==> config.mk <==
export PLATFORM = sky130hd
export DESIGN_NAME = instr_loader
export DESIGN_NICKNAME = d
export VERILOG_FILES = /design/src/rtl/mips16_pkg.sv /design/src/rtl/byte_assembler.sv /design/src/rtl/instr_loader.sv
export SDC_FILE = /design/constraint.sdc
export NUM_CORES = 1
export LEC_CHECK = 0
export ABC_AREA = 1
export CORE_ASPECT_RATIO = 2
export CORE_MARGIN = 4
export CORE_UTILIZATION = 50
export CTS_BUF_LIST = sky130_fd_sc_hd__clkbuf_4 sky130_fd_sc_hd__clkbuf_8
export DETAILED_ROUTE_END_ITERATION = 10
export PLACE_DENSITY_LB_ADDON = 0.12
export SLEW_MARGIN = 20
export SYNTH_ARGS = -nofsm -noshare
export SYNTH_HDL_FRONTEND = slang
export SYNTH_SLANG_ARGS = --single-unit
export TNS_END_PERCENT = 30
==> constraint.sdc <==
create_clock -name clock -period 7.38 [get_ports clock]
set_clock_uncertainty 0.1 [all_clocks]
set_input_delay 2.214 -clock clock [delete_from_list [all_inputs] [get_ports clock]]
set_output_delay 2.214 -clock clock [all_outputs]
set_load 0.02 [all_outputs]
==> src/rtl/mips16_pkg.sv <==
// mips16_pkg: shared types and constants for the mips16_sc program-load path.
package mips16_pkg;

    localparam int INSTR_W   = 32;
    localparam int LEN_BYTES = 2;

    typedef enum logic [2:0] {
        IDLE,
        LEN_HI,
        LEN_LO,
        LOAD,
        CHECK,
        DONE,
        ERROR
    } state_t;

endpackage

==> src/rtl/byte_assembler.sv <==
// byte_assembler: shifts bytes MSB-first into an instruction word and pulses word_valid
// the cycle after the fourth byte lands.
module byte_assembler
    import mips16_pkg::*;
(
    input  logic               clock,
    input  logic               reset,
    input  logic               clear,
    input  logic               shift,
    input  logic [7:0]         byte_in,
    output logic [INSTR_W-1:0] word,
    output logic               word_valid
);

    logic [1:0] idx;

    always_ff @(posedge clock or posedge reset) begin
        if (reset) begin
            word       <= '0;
            idx        <= '0;
            word_valid <= 1'b0;
        end else begin
            word_valid <= shift && !clear && idx == 2'd3;
            if (clear)
                idx <= '0;
            else if (shift) begin
                word <= {word[INSTR_W-9:0], byte_in};
                idx  <= idx + 2'd1;
            end
        end
    end

endmodule

==> src/rtl/instr_loader.sv <==
// instr_loader: streams a length-prefixed byte image into instruction memory, stalling the core
// until loaded. Define INSTR_LOADER_CHECKSUM_EN to require a trailing XOR checksum byte.
module instr_loader
    import mips16_pkg::*;
#(
    parameter int ADDR_W = 8,
    parameter int DEPTH  = 256
) (
    input  logic               clock,
    input  logic               reset,
    input  logic               start,
    input  logic [7:0]         byte_in,
    input  logic               byte_valid,
    output logic               byte_ready,
    output logic               imem_we,
    output logic [ADDR_W-1:0]  imem_addr,
    output logic [INSTR_W-1:0] imem_wdata,
    output logic               cpu_stall,
    output logic               done,
    output logic               error,
    output logic [15:0]        word_count
);

    localparam int                LEN_W   = 8 * LEN_BYTES;
    localparam logic [LEN_W:0]    MAX_LEN = (LEN_W + 1)'(DEPTH);
`ifdef INSTR_LOADER_CHECKSUM_EN
    localparam state_t            FINISH  = CHECK;
`else
    localparam state_t            FINISH  = DONE;
`endif

    state_t               state, state_nxt;
    logic [LEN_W-1:0]     len, len_rx;
    logic [INSTR_W-1:0]   word;
    logic [15:0]          count_inc;
    logic                 word_valid, xfer, go, last_word;
`ifdef INSTR_LOADER_CHECKSUM_EN
    logic [7:0]           csum;
`endif

    assign xfer      = byte_valid && byte_ready;
    assign go        = start && (state == IDLE || state == DONE || state == ERROR);
    assign count_inc = word_count + 16'd1;
    assign last_word = word_valid && count_inc == len;
    assign len_rx    = {len[LEN_W-1:8], byte_in};

    byte_assembler u_asm (
        .clock      (clock),
        .reset      (reset),
        .clear      (go),
        .shift      (xfer && state == LOAD),
        .byte_in    (byte_in),
        .word       (word),
        .word_valid (word_valid)
    );

    always_ff @(posedge clock or posedge reset) begin
        if (reset)
            state <= IDLE;
        else
            state <= state_nxt;
    end

    always_ff @(posedge clock or posedge reset) begin
        if (reset) begin
            len        <= '0;
            word_count <= '0;
        end else begin
            if (go)
                word_count <= '0;
            else if (word_valid)
                word_count <= count_inc;
            if (xfer && state == LEN_HI)
                len[LEN_W-1:8] <= byte_in;
            if (xfer && state == LEN_LO)
                len[7:0] <= byte_in;
        end
    end

`ifdef INSTR_LOADER_CHECKSUM_EN
    always_ff @(posedge clock or posedge reset) begin
        if (reset)
            csum <= '0;
        else if (go)
            csum <= '0;
        else if (xfer && state == LOAD)
            csum <= csum ^ byte_in;
    end
`endif

    always_comb begin
        state_nxt = state;
        case (state)
            IDLE, DONE, ERROR: state_nxt = start ? LEN_HI : state;
            LEN_HI:            state_nxt = xfer ? LEN_LO : state;
            LEN_LO:            state_nxt = !xfer ? state :
                                           len_rx == '0 ? FINISH :
                                           {1'b0, len_rx} > MAX_LEN ? ERROR : LOAD;
            LOAD:              state_nxt = last_word ? FINISH : state;
`ifdef INSTR_LOADER_CHECKSUM_EN
            CHECK:             state_nxt = !xfer ? state : byte_in == csum ? DONE : ERROR;
`endif
            default:           state_nxt = IDLE;
        endcase
    end

    // The cycle that writes the final word must not swallow a byte belonging to what follows.
    always_comb begin
        byte_ready = state == LEN_HI || state == LEN_LO || state == CHECK ||
                     (state == LOAD && !last_word);
        imem_we    = word_valid;
        imem_addr  = word_count[ADDR_W-1:0];
        imem_wdata = word;
        cpu_stall  = state != DONE;
        done       = state == DONE;
        error      = state == ERROR;
    end

endmodule

---- Yosys cells after proc, flatten, opt, wreduce, memory -nomap -nowiden ----
Cells that the tools add are included.
word-level totals
  flip-flop bits (word level) ............. 70
  bits of input ports ..................... 12
  output and inout bits ................... 61
  logic and storage cells ................. 58
operators by class
  add/sub/neg operators ................... 2
  $lt $le $gt $ge ......................... 1
  equality and inequality tests ........... 13
  mux-type cells .......................... 11
  bitwise operators ....................... 1
  reduce and logical (&&, ||, !) cells .... 23
operator list
  kind                     count
  $mux W16                 2
  $mux W3                  6
  $add A16 B1 Y16 const B  1
  $eq A16 B16 Y1           1
  $gt A16 B9 Y1 const B    1
  $logic_not A16 Y1        1
  $pmux W3 S4              1
  $eq A3 B3 Y1 const B     3
  $logic_and A1 B1 Y1      9
  $ne A2 B2 Y1 const B     4
  $eq A3 B2 Y1 const B     2
  $logic_or A1 B1 Y1       5
  $mux W2                  2
  $reduce_and A4 Y1        1
  $reduce_bool A2 Y1       2
  $eq A3 B1 Y1 const B     1
  $logic_not A3 Y1         1
  $ne A3 B3 Y1 const B     1
  $reduce_or A3 Y1         1
  $add A2 B1 Y2 const B    1
  $eq A2 B2 Y1 const B     1
  $logic_not A1 Y1         2
  $reduce_and A2 Y1        1
  $not A1 Y1               1

---- Longest topological paths before layout ----
Gate-level depths: netlist (run 1).
  depth after elaboration ................. 10
  depth in mapped cells ................... 18
  gate-level depth less buffers ........... 16

---- Modules after synthesis ----
Synthesis (run 1) repeated with hierarchy kept, for this count alone.
unflattened totals
  cells, all modules ...................... 521
  area, all modules ....................... 3,960.0 um^2
by module, submodules not included
  module          times used  cells each  area each (um^2)  seq. area each (um^2)
  instr_loader    1           366         2,437.3           875.8
  byte_assembler  1           155         1,522.7           875.8

---- Worst setup path before layout (run 1) ----
No wires, ideal clock.
  path kind ............................... reg2out
  from .................................... reg word_count[1]
  to ...................................... out byte_ready
  data arrival time ....................... 1.757 ns
  required time ........................... 5.066 ns
  slack ................................... 3.309 ns
  stages on the path, launching flop included .. 11
  path buffers ............................ 0
  cell sequence ........................... dfrtp_1 ha_1 nand2_1 nor2_2 nand3_1 xor3_1 nand2_1 nor2_1 nand3_1 nand2_2 nand2_4
on the way
  word-level cells in the longest chain between the ends .. 6
ends and longest elaborated chain
  element                   line                 text
  start: declaration        instr_loader.sv:21   output logic [15:0] word_count
  start signal: assignment  instr_loader.sv:72   word_count <= count_inc;
  $add A16 B1 Y16           instr_loader.sv:43   assign count_inc = word_count + 16'd1;
  $eq A16 B16 Y1            instr_loader.sv:44   assign last_word = word_valid && count_inc == len;
  $logic_and A1 B1 Y1       instr_loader.sv:44
  $logic_not A1 Y1          instr_loader.sv:110  (state == LOAD && !last_word);
  $logic_and A1 B1 Y1       instr_loader.sv:110
  $logic_or A1 B1 Y1        instr_loader.sv:109  byte_ready = state == LEN_HI || state == LEN_LO || state == CHECK ||
  end: declaration          instr_loader.sv:14   output logic byte_ready,
Every way passes these cells.

---- Worst setup path in the final report (run 1) ----
Ends and elaborated chain as after synthesis.

==> metrics.csv, run 1 <==
stage;metric;value;unit
worst_setup_path;crit end category;output port;
detailed_routing;Routed WL;9370;um
sta;RSZ-0062 raised after global routing;no;
logic_synthesis;average cell area after synthesis;7.78;um^2
place;Area after DPL;4490;um^2
worst_setup_path;crit-path max FO;7;
detailed_routing;DR DRC count;0;
die;Starting Density;51.8;%
worst_setup_path;R2R setup slack;4.28;ns
clock_tree;worst skew pair latency;0.36;ns
cells_and_area;commonest non-fill, non-tap cell in the layout;nand2_1;
place;HPWL Detailed;6980;um
logic_synthesis;distinct cell type count after synthesis;35;
clock_tree;Clock Path Buffers;2;
logic_synthesis;share of flip-flops with an asynchronous set or reset;100;%
die;die area;9120;um^2
global_route;gr usage total;21.5;%
global_route;first-pass GRT wire length;15500;um
detailed_routing;post-DR wirelength/cell;14.5;um
cells_and_area;NumNets Final;565;
clock_tree;cts hold-fix bufs;0;
global_route;number of global-route vias before repair;3301;
logic_synthesis;Synth Cell Area;3790;um^2
detailed_routing;1st-iter DRT viols;203;
worst_setup_path;Startpoint Class;flop;
die;Die W;69.6;um
sta;Setup violations, final;0;
place;Buffers on Ports;72;
cells_and_area;ant diodes;0;
logic_synthesis;EDFF count, synth;0;
detailed_routing;via count;3343;
sta;Tightest Pin Transition;0.862;ns
logic_synthesis;Post-Synthesis Cells;487;
clock_tree;# H-tree levels;3;
detailed_routing;Via density;5.17;
sta;final hold vios;0;
die;row count;44;
global_route;total gr overflow;0;
die;num ports;73;
worst_setup_path;Worst Reg-to-Reg Cells;15;
clock_tree;# resized after CTS;0;
logic_synthesis;count of state elements after synthesis;70;
sta;Slew HR;42.5;%
cells_and_area;layout cells sized above 1;8.47;%
sta;Final Cycle Share;71.8;%
power_and_ir_drop;P per Cell Area;325;nW/um^2
clock_tree;Clock Sinks;70;
sta;Total Neg Setup Slack;0;ns
worst_setup_path;CP Class;flop to output port;
logic_synthesis;ys flop type;dfrtp_1;
logic_synthesis;share of the synthesized area in the top cell type;46.2;%
global_route;largest net degree at the start of global routing;71;
cells_and_area;most frequent cells in the layout;nand2_1, inv_1, clkdlybuf4s50_1, dfrtp_1, o21ai_0;
die;die height;131;um
worst_hold_path;worst hold start;u_asm.word[29]$_DFFE_PP0P_;
power_and_ir_drop;Worst VDD drop;0.266;mV
clock_tree;Reg clk slew, reported paths;0.07;ns
cells_and_area;design area;4700;um^2
logic_synthesis;synth top area cells;dfrtp_1, nand2_1, inv_1;
worst_setup_path;Worst Path Arrival;2.98;ns
logic_synthesis;yosys warns;0;
worst_hold_path;Min-Delay Path Depth;2;
clock_tree;TritonCTS clock tree;yes;
clock_tree;post-CTS setup buffers;0;
sta;fin. max-slew vios;0;
cells_and_area;Filler cells;677;
worst_setup_path;crit path launch;word_count[1]$_DFFE_PP0P_;
logic_synthesis;sequential area share after synthesis;46.2;%
detailed_routing;drt pass-1 iters;5;
worst_hold_path;Hold WC Path Type;flop to flop;
run;max-cap viol count;0;
sta;fin crit period;5.30;ns
worst_setup_path;Critical Path RT;5.07;ns
power_and_ir_drop;LEAKAGE;0.00216;uW
logic_synthesis;Synth area leader;dfrtp_1;
cells_and_area;Area Growth Syn to Fin;24.0;%
sta;Fmax;0.189;GHz
place;Placer Congestion;0.922;
clock_tree;CTS buffer count;9;
clock_tree;Clock Tree Root;clkbuf_8;
global_route;initial antenna violation count;0;
outcome;outcome;complete, no violations;
worst_hold_path;WHS Endpoint;u_asm.word[29]$_DFFE_PP0P_;
detailed_routing;Antenna Violating Nets Remaining;0;
logic_synthesis;syn_nets;501;
worst_setup_path;worst reg2reg path startpoint;word_count[1]$_DFFE_PP0P_;
worst_setup_path;worst reg2reg endpoint;u_asm.word[24]$_DFFE_PP0P_;
die;Core ar.;7320;um^2
[report_power, final]
| group | total [uW] | internal (uW) | switching, uW |
|---|---|---|---|
| clock network | 335 | 188 | 147 |
| registers | 598 | 493 | 105 |
| logic | 593 | 251 | 343 |
| total | 1530 | 932 | 594 |
[worst max-delay path: stages (launching register included)]
cell             delay, ns
dfrtp_1               0.48
ha_1                  0.23
nand2_1               0.09
nor2_2                0.28
nand3_1               0.13
nand3_1               0.15
nand2_1               0.07
nor2_1                0.08
nand3_1               0.07
nor2_1                0.16
nand3_1               0.14
nand2_2               0.11
nand2_4               0.08
clkdlybuf4s50_1       0.55
[layout make-up]
type	instances	area [um^2]	share of cell area (%)
Sequential cell	70	1750	37.3
Multi-Input combinational cell	312	1580	33.5
Timing Repair Buffer	73	728	15.5
Inverter	85	319	6.79
Clock buffer	9	124	2.64
Tap cell	92	115	2.45
Clock inverter	6	87.6	1.86
[state kept, by name, summed over array words and instances (netlist names)]
register          flops
len                  16
state                 3
u_asm.word           32
u_asm.idx             2
u_asm.word_valid      1
word_count           16
[cells in the mapped netlist (2+ instances only)]
library cell,n
nand2_1,118
inv_1,85
dfrtp_1,70
o21ai_0,45
nand3_1,38
nor2_1,23
a21oi_1,14
nand4_1,13
o21ai_2,10
buf_4,9
nand2_2,9
o21ai_1,9
clkbuf_1,6
nor2_2,4
buf_6,3
nand3b_1,3
nor2_4,3
nor3_1,3
o211ai_1,3
ha_1,2
o21bai_1,2
xor2_1,2
[through the flow]
| step | worst slack [ns] | hold WS, ns | std cells | utilization, % | total power, uW |
|---|---|---|---|---|---|
| after detailed placement | 2.47 | 0.369 | 632 | 61.3 | 1200 |
| after CTS | 2.07 | 0.386 | 647 | 64.2 | 1540 |
| after global placement | 2.52 | 0.363 | 632 | 61.3 | 1180 |
| after floorplan | 3.30 | 0.353 | 487 | - | 961 |
| after global routing | 1.88 | 0.394 | 647 | 64.2 | 1630 |
| final | 2.08 | 0.382 | 647 | 64.2 | 1530 |
[how the worst max path moves through the flow]
stage	to	slack, ns
after floorplan	len[0]$_DFFE_PP0P_	3.30
after global placement	byte_ready	2.52
after detailed placement	byte_ready	2.47
after CTS	byte_ready	2.07
after global routing	byte_ready	1.88
final	byte_ready	2.08
[cells by family (layout without fill, tap and decap cells)]
| kind of cell | Yosys count | in the layout | share of synthesized area [%] |
|---|---|---|---|
| adders and majority gates | 2 | 2 | 0.660 |
| AOI/OAI and AO/OA | 87 | 87 | 13.1 |
| buffers and inverters | 105 | 173 | 12.2 |
| xor gates and xnor gates | 4 | 4 | 1.32 |
| DFF | 70 | 70 | 46.2 |
| and+or+nand+nor | 219 | 219 | 26.5 |
[metal layers]
layer | track usage (%) | part of all wire, % | wire [um] | up-vias
li1 | - | - | - | 1684
met1 | 22.6 | 37 | 3500 | 1528
met2 | 36.9 | 52 | 4850 | 98
met3 | 4.59 | 4.1 | 388 | 33
met4 | 15.5 | 6.7 | 631 | 0
met5 | 0 | 0 | 0 | -
No activity file was read; power rests on OpenSTA's default activity.
==> inputs of run 2 (changes only) <==
==> constraint.sdc (replaced) <==
create_clock -name clock -period 5.3 [get_ports clock]
set_clock_uncertainty 0.1 [all_clocks]
set_input_delay 1.59 -clock clock [delete_from_list [all_inputs] [get_ports clock]]
set_output_delay 1.59 -clock clock [all_outputs]
set_load 0.02 [all_outputs]
==> metrics.csv, run 2 (synthesis results as in run 1) <==
stage;metric;value;unit;change
global_route;largest net degree at the start of global routing;68;;-4.2%
sta;final hold vios;0;;unchanged
worst_setup_path;Worst Path Arrival;2.87;ns;-0.11 ns
worst_setup_path;most frequent CP cell;nand2_1;;
cells_and_area;Area Growth Syn to Fin;23.5;%;
die;die area;9120;um^2;unchanged
cells_and_area;design area;4680;um^2;-0.40%
sta;WHS;0.386;ns;+0.00428 ns
detailed_routing;1st-iter DRT viols;272;;+34%
sta;Tightest Pin Transition;0.727;ns;-0.135 ns
sta;Setup violations, final;0;;unchanged
cells_and_area;layout cells sized above 1;8.80;%;+0.33 points
die;Core ar.;7320;um^2;unchanged
detailed_routing;Via density;5.23;;+1.2%
die;Die W;69.6;um;unchanged
die;Starting Density;51.8;%;unchanged
run;max-cap viol count;0;;unchanged
sta;fin. max-slew vios;0;;unchanged
detailed_routing;Antenna Violating Nets Remaining;0;;unchanged
place;Buffers on Ports;72;;unchanged
worst_setup_path;worst path cell trace;ha_1, nand2_1, nor2_2, nand2_1, nand2_1, nand3_1, nand2_1, inv_1, nand2_1, nor2_1, nand3_1, nand2_2, nand2_4, clkdlybuf4s50_1;;
cells_and_area;ant diodes;0;;unchanged
clock_tree;CTS buffer count;9;;unchanged
power_and_ir_drop;P per Cell Area;441;nW/um^2;+36%
cells_and_area;biggest regs;u_asm.word (32), len (16), word_count (16);;
cells_and_area;NumNets Final;566;;+0.18%
clock_tree;Clock Sinks;70;;unchanged
clock_tree;Clock Path Buffers;2;;unchanged
global_route;initial antenna violation count;0;;unchanged
global_route;gr usage total;21.4;%;-0.047 points
sta;RSZ-0062 raised after global routing;no;;
detailed_routing;drt pass-1 iters;5;;unchanged
power_and_ir_drop;LEAKAGE;0.00215;uW;-0.67%
outcome;outcome;complete, no violations;;
sta;Fmax;0.219;GHz;
clock_tree;worst skew pair latency;0.37;ns;about the same
worst_setup_path;max incr delay on CP;0.61;ns;+0.06 ns
die;num ports;73;;unchanged
detailed_routing;post-DR wirelength/cell;14.5;um;+0.25%
worst_setup_path;slowest stage cell on the critical path;clkdlybuf4s50_1;;
cells_and_area;most frequent cells in the layout;nand2_1, inv_1, clkdlybuf4s50_1, dfrtp_1, o21ai_0;;
sta;final worst-path setup slack;0.737;ns;-1.35 ns
sta;Slew HR;51.5;%;+9.0 points
worst_hold_path;Hold WC Path Type;flop to flop;;
clock_tree;cts hold-fix bufs;0;;unchanged
place;Placer Congestion;0.946;;+2.5%
detailed_routing;via count;3394;;+1.5%
power_and_ir_drop;Worst VDD drop;0.322;mV;+21%
detailed_routing;DR DRC count;0;;unchanged
clock_tree;Reg clk slew, reported paths;0.09;ns;+0.02 ns
global_route;total gr overflow;0;;unchanged
worst_setup_path;Startpoint Class;flop;;
detailed_routing;Routed WL;9420;um;+0.55%
global_route;first-pass GRT wire length;15400;um;-0.80%
die;die height;131;um;unchanged
sta;Final Cycle Share;86.1;%;
clock_tree;# H-tree levels;3;;unchanged
worst_setup_path;CP Class;flop to output port;;
worst_setup_path;WP buf/inv;2;;+1
cells_and_area;number of flip-flops in the largest register;32;;unchanged
cells_and_area;Top reg by flops;u_asm.word;;
clock_tree;# resized after CTS;0;;unchanged
worst_setup_path;crit end category;output port;;
global_route;number of global-route vias before repair;3221;;-2.4%
worst_setup_path;crit-path max FO;7;;unchanged
worst_setup_path;CP delay by family, top;simple AND/OR/NAND/NOR gates;;
clock_tree;post-CTS setup buffers;0;;unchanged
worst_setup_path;Critical Path RT;3.61;ns;-1.46 ns
die;row count;44;;unchanged
sta;fin crit period;4.56;ns;
clock_tree;Clock Tree Root;clkbuf_8;;
cells_and_area;commonest non-fill, non-tap cell in the layout;nand2_1;;
place;post-place setup slack;1.14;ns;-1.32 ns
sta;Total Neg Setup Slack;0;ns;unchanged
place;Area after DPL;4500;um^2;+0.17%
place;HPWL Detailed;7060;um;+1.0%
clock_tree;TritonCTS clock tree;yes;;
[run 2: cell count changes in the layout (fill, tap and decap cells not counted), sizes merged]
cell	change
inv	+5
clkinvlp	+2
clkinv	-4
buf	+1
bufinv	-2
[run 2: worst register-to-register path: cells and delay by family (launching register included)]
family                   cells  cell delay, ns
AND/OR/NAND/NOR             12            1.67
flip-flops                   1            0.48
AO/OA/AOI/OAI                1            0.42
adder cells (fa/ha/maj)      1            0.24
buffers and inverters        1            0.03
[run 2: per-stage QoR]
step / utilization (%) / cells / power (uW)
floorplan: - / 487 / 1340
global placement: 61.4 / 633 / 1650
detailed placement: 61.4 / 633 / 1670
CTS: 63.9 / 649 / 2080
global route: 63.9 / 649 / 2210
finish: 63.9 / 649 / 2070
[run 2: final timing paths]
| kind | from | endpoint | slack [ns] | cells past startpoint |
|---|---|---|---|---|
| setup reg to reg | word_count[0]$_DFFE_PP0P_ | u_asm.word[26]$_DFFE_PP0P_ | 2.25 | 15 |
| hold / removal | u_asm.word[27]$_DFFE_PP0P_ | u_asm.word[27]$_DFFE_PP0P_ | 0.39 | 2 |
| min in group asynchronous | reset | word_count[9]$_DFFE_PP0P_ | 1.46 | 2 |
| hold reg to reg | u_asm.word[27]$_DFFE_PP0P_ | u_asm.word[27]$_DFFE_PP0P_ | 0.39 | 2 |
| setup / recovery | word_count[0]$_DFFE_PP0P_ | byte_ready | 0.74 | 14 |
| max in group asynchronous | reset | u_asm.idx[1]$_DFFE_PP0P_ | 2.66 | 3 |
[run 2: report_power, final]
group / switching [uW] / total [uW] / leakage (uW) / internal (uW)
sequential: 144 / 831 / 0.000935 / 687
combinational: 471 / 820 / 0.00112 / 349
clock: 237 / 416 / 0.0000892 / 179
total: 852 / 2070 / 0.00215 / 1210
[run 2: routing by layer]
| metal | GRT usage (%) | up-vias | wire length, um |
|---|---|---|---|
| met3 | 4.36 | 32 | 436 |
| li1 | - | 1684 | - |
| met2 | 38.7 | 106 | 5040 |
| met1 | 22.4 | 1572 | 3520 |
| met5 | 0 | - | 0 |
| met4 | 12.5 | 0 | 424 |
[run 2: area by class of cell]
type	instances	area, um^2
fillers	682	2640
flip-flops and latches	70	1750
multi-input cells	312	1580
repair buffers	74	736
inverters	85	319
clock buffers	9	124
well taps	92	115
clock inverters	7	61.3
==> inputs of run 3 (changes only) <==
--- a/config.mk
+++ b/config.mk
@@ -8,7 +8,7 @@
 export ABC_AREA = 1
 export CORE_ASPECT_RATIO = 2
 export CORE_MARGIN = 4
-export CORE_UTILIZATION = 50
+export CORE_UTILIZATION = 49
 export CTS_BUF_LIST = sky130_fd_sc_hd__clkbuf_4 sky130_fd_sc_hd__clkbuf_8
 export DETAILED_ROUTE_END_ITERATION = 10
 export PLACE_DENSITY_LB_ADDON = 0.12
==> constraint.sdc (replaced) <==
create_clock -name clock -period 4 [get_ports clock]
set_clock_uncertainty 0.1 [all_clocks]
set_input_delay 1.2 -clock clock [delete_from_list [all_inputs] [get_ports clock]]
set_output_delay 1.2 -clock clock [all_outputs]
set_load 0.02 [all_outputs]
==> metrics.csv, run 3 (synthesis results as in run 1) <==
stage;metric;value;unit;change
outcome;outcome;complete, no violations;;
power_and_ir_drop;LEAKAGE;0.00217;uW;+1.3%
run;max-cap viol count;0;;unchanged
power_and_ir_drop;Worst VDD drop;0.464;mV;+44%
worst_setup_path;max incr delay on CP;0.48;ns;-0.13 ns
sta;final worst-path setup slack;0.185;ns;-0.553 ns
die;row count;45;;+2.3%
detailed_routing;Antenna Violating Nets Remaining;0;;unchanged
die;Starting Density;50.2;%;-1.5 points
sta;Tightest Pin Transition;0.621;ns;-0.106 ns
cells_and_area;ant diodes;0;;unchanged
sta;fin. max-slew vios;0;;unchanged
cells_and_area;most frequent cells in the layout;nand2_1, inv_1, clkdlybuf4s50_1, dfrtp_1, o21ai_0;;
global_route;number of global-route vias before repair;3303;;+2.5%
place;Buffers on Ports;72;;unchanged
cells_and_area;commonest non-fill, non-tap cell in the layout;nand2_1;;
worst_setup_path;worst reg2reg path startpoint;word_count[6]$_DFFE_PP0P_;;
clock_tree;# H-tree levels;3;;unchanged
die;Core ar.;7540;um^2;+3.0%
die;die area;9290;um^2;+1.9%
cells_and_area;multi-input logic area;1580;um^2;+0.32%
place;post-place setup slack;0.267;ns;-0.878 ns
worst_hold_path;WHS Endpoint;u_asm.word[29]$_DFFE_PP0P_;;
worst_setup_path;crit end category;output port;;
global_route;first-pass GRT wire length;15400;um;+0.36%
cells_and_area;Area Growth Syn to Fin;25.4;%;
sta;Setup violations, final;0;;unchanged
worst_setup_path;Worst Path Arrival;2.52;ns;-0.35 ns
clock_tree;CTS buffer count;9;;unchanged
power_and_ir_drop;P per Cell Area;590;nW/um^2;+34%
clock_tree;TritonCTS clock tree;yes;;
detailed_routing;Routed WL;9380;um;-0.50%
clock_tree;Clock Path Buffers;2;;unchanged
worst_setup_path;crit-path max FO;7;;unchanged
cells_and_area;Layout Utilization;63.0;%;-0.94 points
sta;fin crit period;3.82;ns;
cells_and_area;number of flip-flops in the largest register;32;;unchanged
detailed_routing;Via density;5.17;;-1.2%
sta;Fmax;0.262;GHz;
worst_hold_path;Min-Delay Path Depth;2;;unchanged
cells_and_area;Top reg by flops;u_asm.word;;
die;die height;132;um;+0.95%
die;Die W;70.2;um;+0.90%
worst_setup_path;most frequent CP cell;nand2_1;;
global_route;largest net degree at the start of global routing;71;;+4.4%
detailed_routing;1st-iter DRT viols;168;;-38%
worst_setup_path;Critical Path RT;2.70;ns;-0.91 ns
cells_and_area;Filler cells;688;;+0.88%
cells_and_area;layout cells sized above 1;9.68;%;+0.88 points
detailed_routing;via count;3369;;-0.74%
place;HPWL Detailed;7120;um;+0.97%
global_route;total gr overflow;0;;unchanged
clock_tree;worst skew pair latency;0.35;ns;-0.02 ns
sta;Total Neg Setup Slack;0;ns;unchanged
worst_setup_path;Startpoint Class;flop;;
worst_hold_path;Hold WC Path Type;flop to flop;;
worst_hold_path;worst hold start;u_asm.word[29]$_DFFE_PP0P_;;
cells_and_area;NumNets Final;569;;+0.53%
sta;RSZ-0062 raised after global routing;no;;
worst_setup_path;worst path cell trace;nand2_1, nor2_4, nand2_2, inv_1, nand2_1, nand2_1, nand3_1, nand2_1, nand2_1, nor2_1, nand3_1, nand2_2, nand2_4, dlygate4sd2_1;;
detailed_routing;DR DRC count;0;;unchanged
detailed_routing;post-DR wirelength/cell;14.4;um;-0.96%
worst_setup_path;CP Class;flop to output port;;
global_route;gr usage total;21.2;%;-0.26 points
cells_and_area;biggest regs;u_asm.word (32), len (16), word_count (16);;
clock_tree;Clock Tree Root;clkbuf_8;;
cells_and_area;register area;1760;um^2;+0.29%
sta;Slew HR;58.5;%;+7.0 points
worst_setup_path;worst reg2reg endpoint;u_asm.word[14]$_DFFE_PP0P_;;
clock_tree;Reg clk slew, reported paths;0.07;ns;-0.02 ns
sta;Final Cycle Share;95.4;%;
global_route;initial antenna violation count;0;;unchanged
detailed_routing;drt pass-1 iters;5;;unchanged
worst_setup_path;R2R setup slack;1.19;ns;-1.06 ns
die;num ports;73;;unchanged
clock_tree;post-CTS setup buffers;0;;unchanged
place;Placer Congestion;0.905;;-4.3%
sta;final hold vios;0;;unchanged
clock_tree;Clock Sinks;70;;unchanged
worst_setup_path;Worst Reg-to-Reg Cells;15;;unchanged
worst_setup_path;slowest stage cell on the critical path;dfrtp_1;;
## run 3: cell count changes in the layout (fill, tap and decap cells not counted), moves of 2 or more
| cell | previous run | this run |
|---|---|---|
| buf_4 | 2 | 4 |
| bufinv_16 | 0 | 2 |
| dfrtp_1 | 70 | 66 |
| inv_6 | 4 | 0 |
| dfrtp_2 | 0 | 4 |
## run 3: metal layers
metal / GRT usage, % / up-vias / routed length [um]
met2: 37.9 / 98 / 4990
met4: 13.5 / 0 / 565
met5: 0 / - / 0
met3: 3.97 / 29 / 380
li1: - / 1677 / -
met1: 22.0 / 1565 / 3440
## run 3: worst max-delay path, delay by kind of cell (launching register included)
kind | cells | cell delay, ns
flops | 1 | 0.48
simple gates | 12 | 1.27
buf+inv | 2 | 0.42
## run 3: cell type report
cell class	count	area share [%]
flip-flops and latches	70	37.0
multi-input cells	312	33.2
repair buffers	77	16.2
inverters	85	6.71
clock buffers	10	2.90
well taps	94	2.47
clock inverters	4	1.53
## run 3: worst max-delay path by stage
stage                         startpoint            endpoint  cells past startpoint  slack (ns)
5_1_grt        word_count[0]$_DFFE_PP0P_          byte_ready                     13        0.02
4_1_cts        word_count[1]$_DFFE_PP0P_          byte_ready                     13        0.19
6_report       word_count[6]$_DFFE_PP0P_          byte_ready                     14        0.18
2_1_floorplan                      reset  len[0]$_DFFE_PP0P_                      1        0.93
3_5_place_dp   word_count[0]$_DFFE_PP0P_          byte_ready                     14        0.27
3_3_place_gp   word_count[0]$_DFFE_PP0P_          byte_ready                     11        0.30
## run 3: through the flow
step	total power (uW)	cell area, um^2	std cells	hold WS [ns]
2_1_floorplan	1770	3790	487	0.353
3_3_place_gp	2190	4530	638	0.364
3_5_place_dp	2220	4530	638	0.374
4_1_cts	2840	4750	652	0.391
5_1_grt	2990	4750	652	0.407
6_report	2800	4750	652	0.388
## run 3: timing repair
item	in CTS	in global routing
hold buffers	0	0
pin swaps	0	0
endpoints found under the setup margin	1	1
hold endpoints to repair	0	0
gates resized for setup	5	1
## run 3: power by group
group	switching [uW]	internal, uW	leakage [uW]
Clock	255	360	0.000104
Combinational	630	461	0.00114
Sequential	188	911	0.000928
==> RTL edit (settings of run 3) <==
The option `INSTR_LOADER_CHECKSUM_EN` is turned on by a define.
--- a/src/rtl/instr_loader.sv
+++ b/src/rtl/instr_loader.sv
@@ -1,5 +1,7 @@
 // instr_loader: streams a length-prefixed byte image into instruction memory, stalling the core
 // until loaded. Define INSTR_LOADER_CHECKSUM_EN to require a trailing XOR checksum byte.
+`define INSTR_LOADER_CHECKSUM_EN
+
 module instr_loader
     import mips16_pkg::*;
 #(
Function: changed (a bounded check fails within 4 cycles, from zero or initial values and one cycle with reset high).
==> RTL edit against run 3 <==
  * Total power increased by 15%
  * Area after synthesis increased by 11%
  * Cell area increased by 9.8%
  * Largest power group is now combinational cells
  * Combinational power increased by 19%
  * Sequential cell count increased by 8
  * Worst setup slack improved by 0.044 ns
  * Via count increased by 10%
  * Routed wire length increased by 12%
==> RTL edit: results (changes against run 3) <==
| Metric | Value |
|---|---|
| Status | `complete, no violations` |
| Clk root buf | `clkbuf_8` |
| Leakage | `2.456 nW (+13%)` |
| Final-stage net count | `619 (+8.8%)` |
| DR vias/cell | `5.246 (+1.5%)` |
| Hold Path Stages | `2 (unchanged)` |
| Fraction of registers with async set/reset | `1.000 (unchanged)` |
| Warnings from Yosys | `0 (unchanged)` |
| Slowest CP cell | `dfrtp_1` |
| Router iterations before antenna repair | `5 (unchanged)` |
| TritonCTS Buffers | `9 (unchanged)` |
| Share of layout cells above drive strength 1 | `0.09508 (-0.001692)` |
| Peak supply drop | `0.4415 mV (-4.9%)` |
| Clock-pin slew on the worst setup and hold paths | `0.08 ns` |
| Vias in the first global route | `3540 (+7.2%)` |
| Placed wire-length estimate | `7.964 mm (+12%)` |
| Crit Path Category | `register to output port` |
| RD Place Congestion | `0.8859 (-2.1%)` |
| DRT Wirelength | `10.47 mm (+12%)` |
| Synth top area cells | `dfrtp_1 (46%), nand2_1 (13%), inv_1 (7.2%)` |
| Place WS | `0.2359 ns (-0.03060 ns)` |
| First-pass GRT wire length | `17.18 mm (+11%)` |
| Inst Count DP | `690 (+8.2%)` |
| Initial antenna violation count | `0 (unchanged)` |
| Hold path endpoint | `u_asm.word[28]` |
| Iter 0 DRT Violations | `198 (+18%)` |
| Hold crit path type | `register to register` |
| Min Tclk post-route | `3.771 ns (-0.04423 ns)` |
| Fillcell total | `746 (+8.4%)` |
| DR WL/cell | `14.78 microns (+2.8%)` |
| Largest net degree at the start of global routing | `50 (-30%)` |
| Worst reg2reg setup slack | `0.92 ns (-0.27 ns)` |
| Reg2Reg Depth | `18 (+3)` |
| H-tree Lvls | `3 (unchanged)` |
| Crit path DAT | `2.47 ns (-0.05 ns)` |
| P_sw | `1.262 mW (+18%)` |
| Post-synth top cells | `nand2_1 (141), inv_1 (81), dfrtp_1 (78)` |
| Post-synthesis sequential area ratio | `0.4637 (+0.001535)` |
| CTS Buffer Depth | `2 (unchanged)` |
| Slowest Stage Delay on Critical Path | `0.42 ns (-0.06 ns)` |
| Cell family with most CP delay | `simple AND/OR/NAND/NOR gates` |
| FF-to-FF Start | `word_count[1]` |
| Reg2reg end | `u_asm.word[27]` |
| Worst rel slew slack | `0.5580 (-0.02738)` |
| Hold path startpoint | `u_asm.word[28]` |
| Dominant synthesized flop cell | `dfrtp_1` |
| GRT Total Usage | `0.2154 (+0.003802)` |
| Critical path fanouts, max | `8 (+1)` |
| Antenna Cells | `0 (unchanged)` |
| Biggest regs | `u_asm.word x32, len x16, word_count x16` |
| Mean post-synth cell area | `7.838 sq um (+0.72%)` |
| Distinct cells, synth | `34 (-2.9%)` |
| Syn_nets | `551 (+10%)` |
| Clock latency on the worst-skew pair | `0.36 ns` |
| IO buf count | `72 (unchanged)` |
## RTL edit: cell types whose count changed after synthesis, moves of 6 or more
cell / change
o21ai_1: +11
dfrtp_1: +8
xor2_1: +8
nand4_1: +7
nand2_2: -6
nand2_1: +23
o21ai_0: -11
## RTL edit: how the worst max path moves through the flow
stage	end	cells past startpoint
3_5_place_dp	byte_ready	13
6_report	byte_ready	15
4_1_cts	byte_ready	15
2_1_floorplan	csum[0]	1
5_1_grt	byte_ready	15
3_3_place_gp	byte_ready	13
## RTL edit: routing by layer
layer  vias to the layer above  track usage  share of wire
met5                         -            0              0
met2                       100       0.3773           0.55
li1                       1852            -              -
met4                         0      0.08978          0.030
met3                        20      0.04282          0.040
met1                      1742       0.2459           0.38
## RTL edit: timing repair
item,4_1_cts,5_1_grt
buffers inserted,0,2
hold endpoints to repair,0,0
pin swaps,0,2
setup endpoints to repair,1,1
resized for setup,1,6
## RTL edit: logic make-up (layout without fill, tap and decap cells)
| family | Yosys count | in the layout | synth area share |
|---|---|---|---|
| buffers and inverters | 108 | 181 | 0.1153 |
| adders and majority gates | 2 | 2 | 0.005944 |
| AOI/OAI and AO/OA | 82 | 82 | 0.1100 |
| DFF | 78 | 78 | 0.4637 |
| and+or+nand+nor | 255 | 255 | 0.2735 |
| xor gates and xnor gates | 12 | 12 | 0.03151 |
## RTL edit: cell type report
type                    instances  area (sq um)  share of cell area
repair buffers                 83         810.8              0.1554
multi-input cells             351          1779              0.3410
well taps                      98         122.6             0.02350
flip-flops and latches         78          1953              0.3743
clock buffers                   9         123.9             0.02374
inverters                      82         307.8             0.05899
clock inverters                 7         120.1             0.02302
## RTL edit: power groups by stage
stage | combinational [mW] | clock (mW) | sequential (mW)
finish | 1.30 | 0.714 | 1.23
global route | 1.44 | 0.759 | 1.26
CTS | 1.32 | 0.725 | 1.23
detailed placement | 1.32 | 0 | 1.24
global placement | 1.29 | 0 | 1.23
floorplan | 0.709 | 0 | 1.34
## RTL edit: through the flow
step / cell area [sq um] / power (mW) / hold slack [ns]
floorplan: 4209 / 2.044 / 0.3530
detailed placement: 4955 / 2.560 / 0.3778
finish: 5218 / 3.238 / 0.3898
global placement: 4955 / 2.520 / 0.3708
CTS: 5197 / 3.268 / 0.3974
global route: 5218 / 3.461 / 0.4173
## RTL edit: worst reg2reg max path, stage by stage, from the launching register on
cell and delay (ns):
dfrtp_1 0.42, ha_2 0.23, nand2_1 0.12, nor2_4 0.25, nand3_1 0.10, nand2_1 0.10, nand2_1 0.07, nand2_1 0.06
nand2_1 0.04, nor2_1 0.09, nand2_1 0.06, nor2_1 0.10, nand2_1 0.13, nand2_2 0.12, nand2_4 0.05, buf_4 0.20
nand3_2 0.08, buf_4 0.44, o21ai_0 0.18
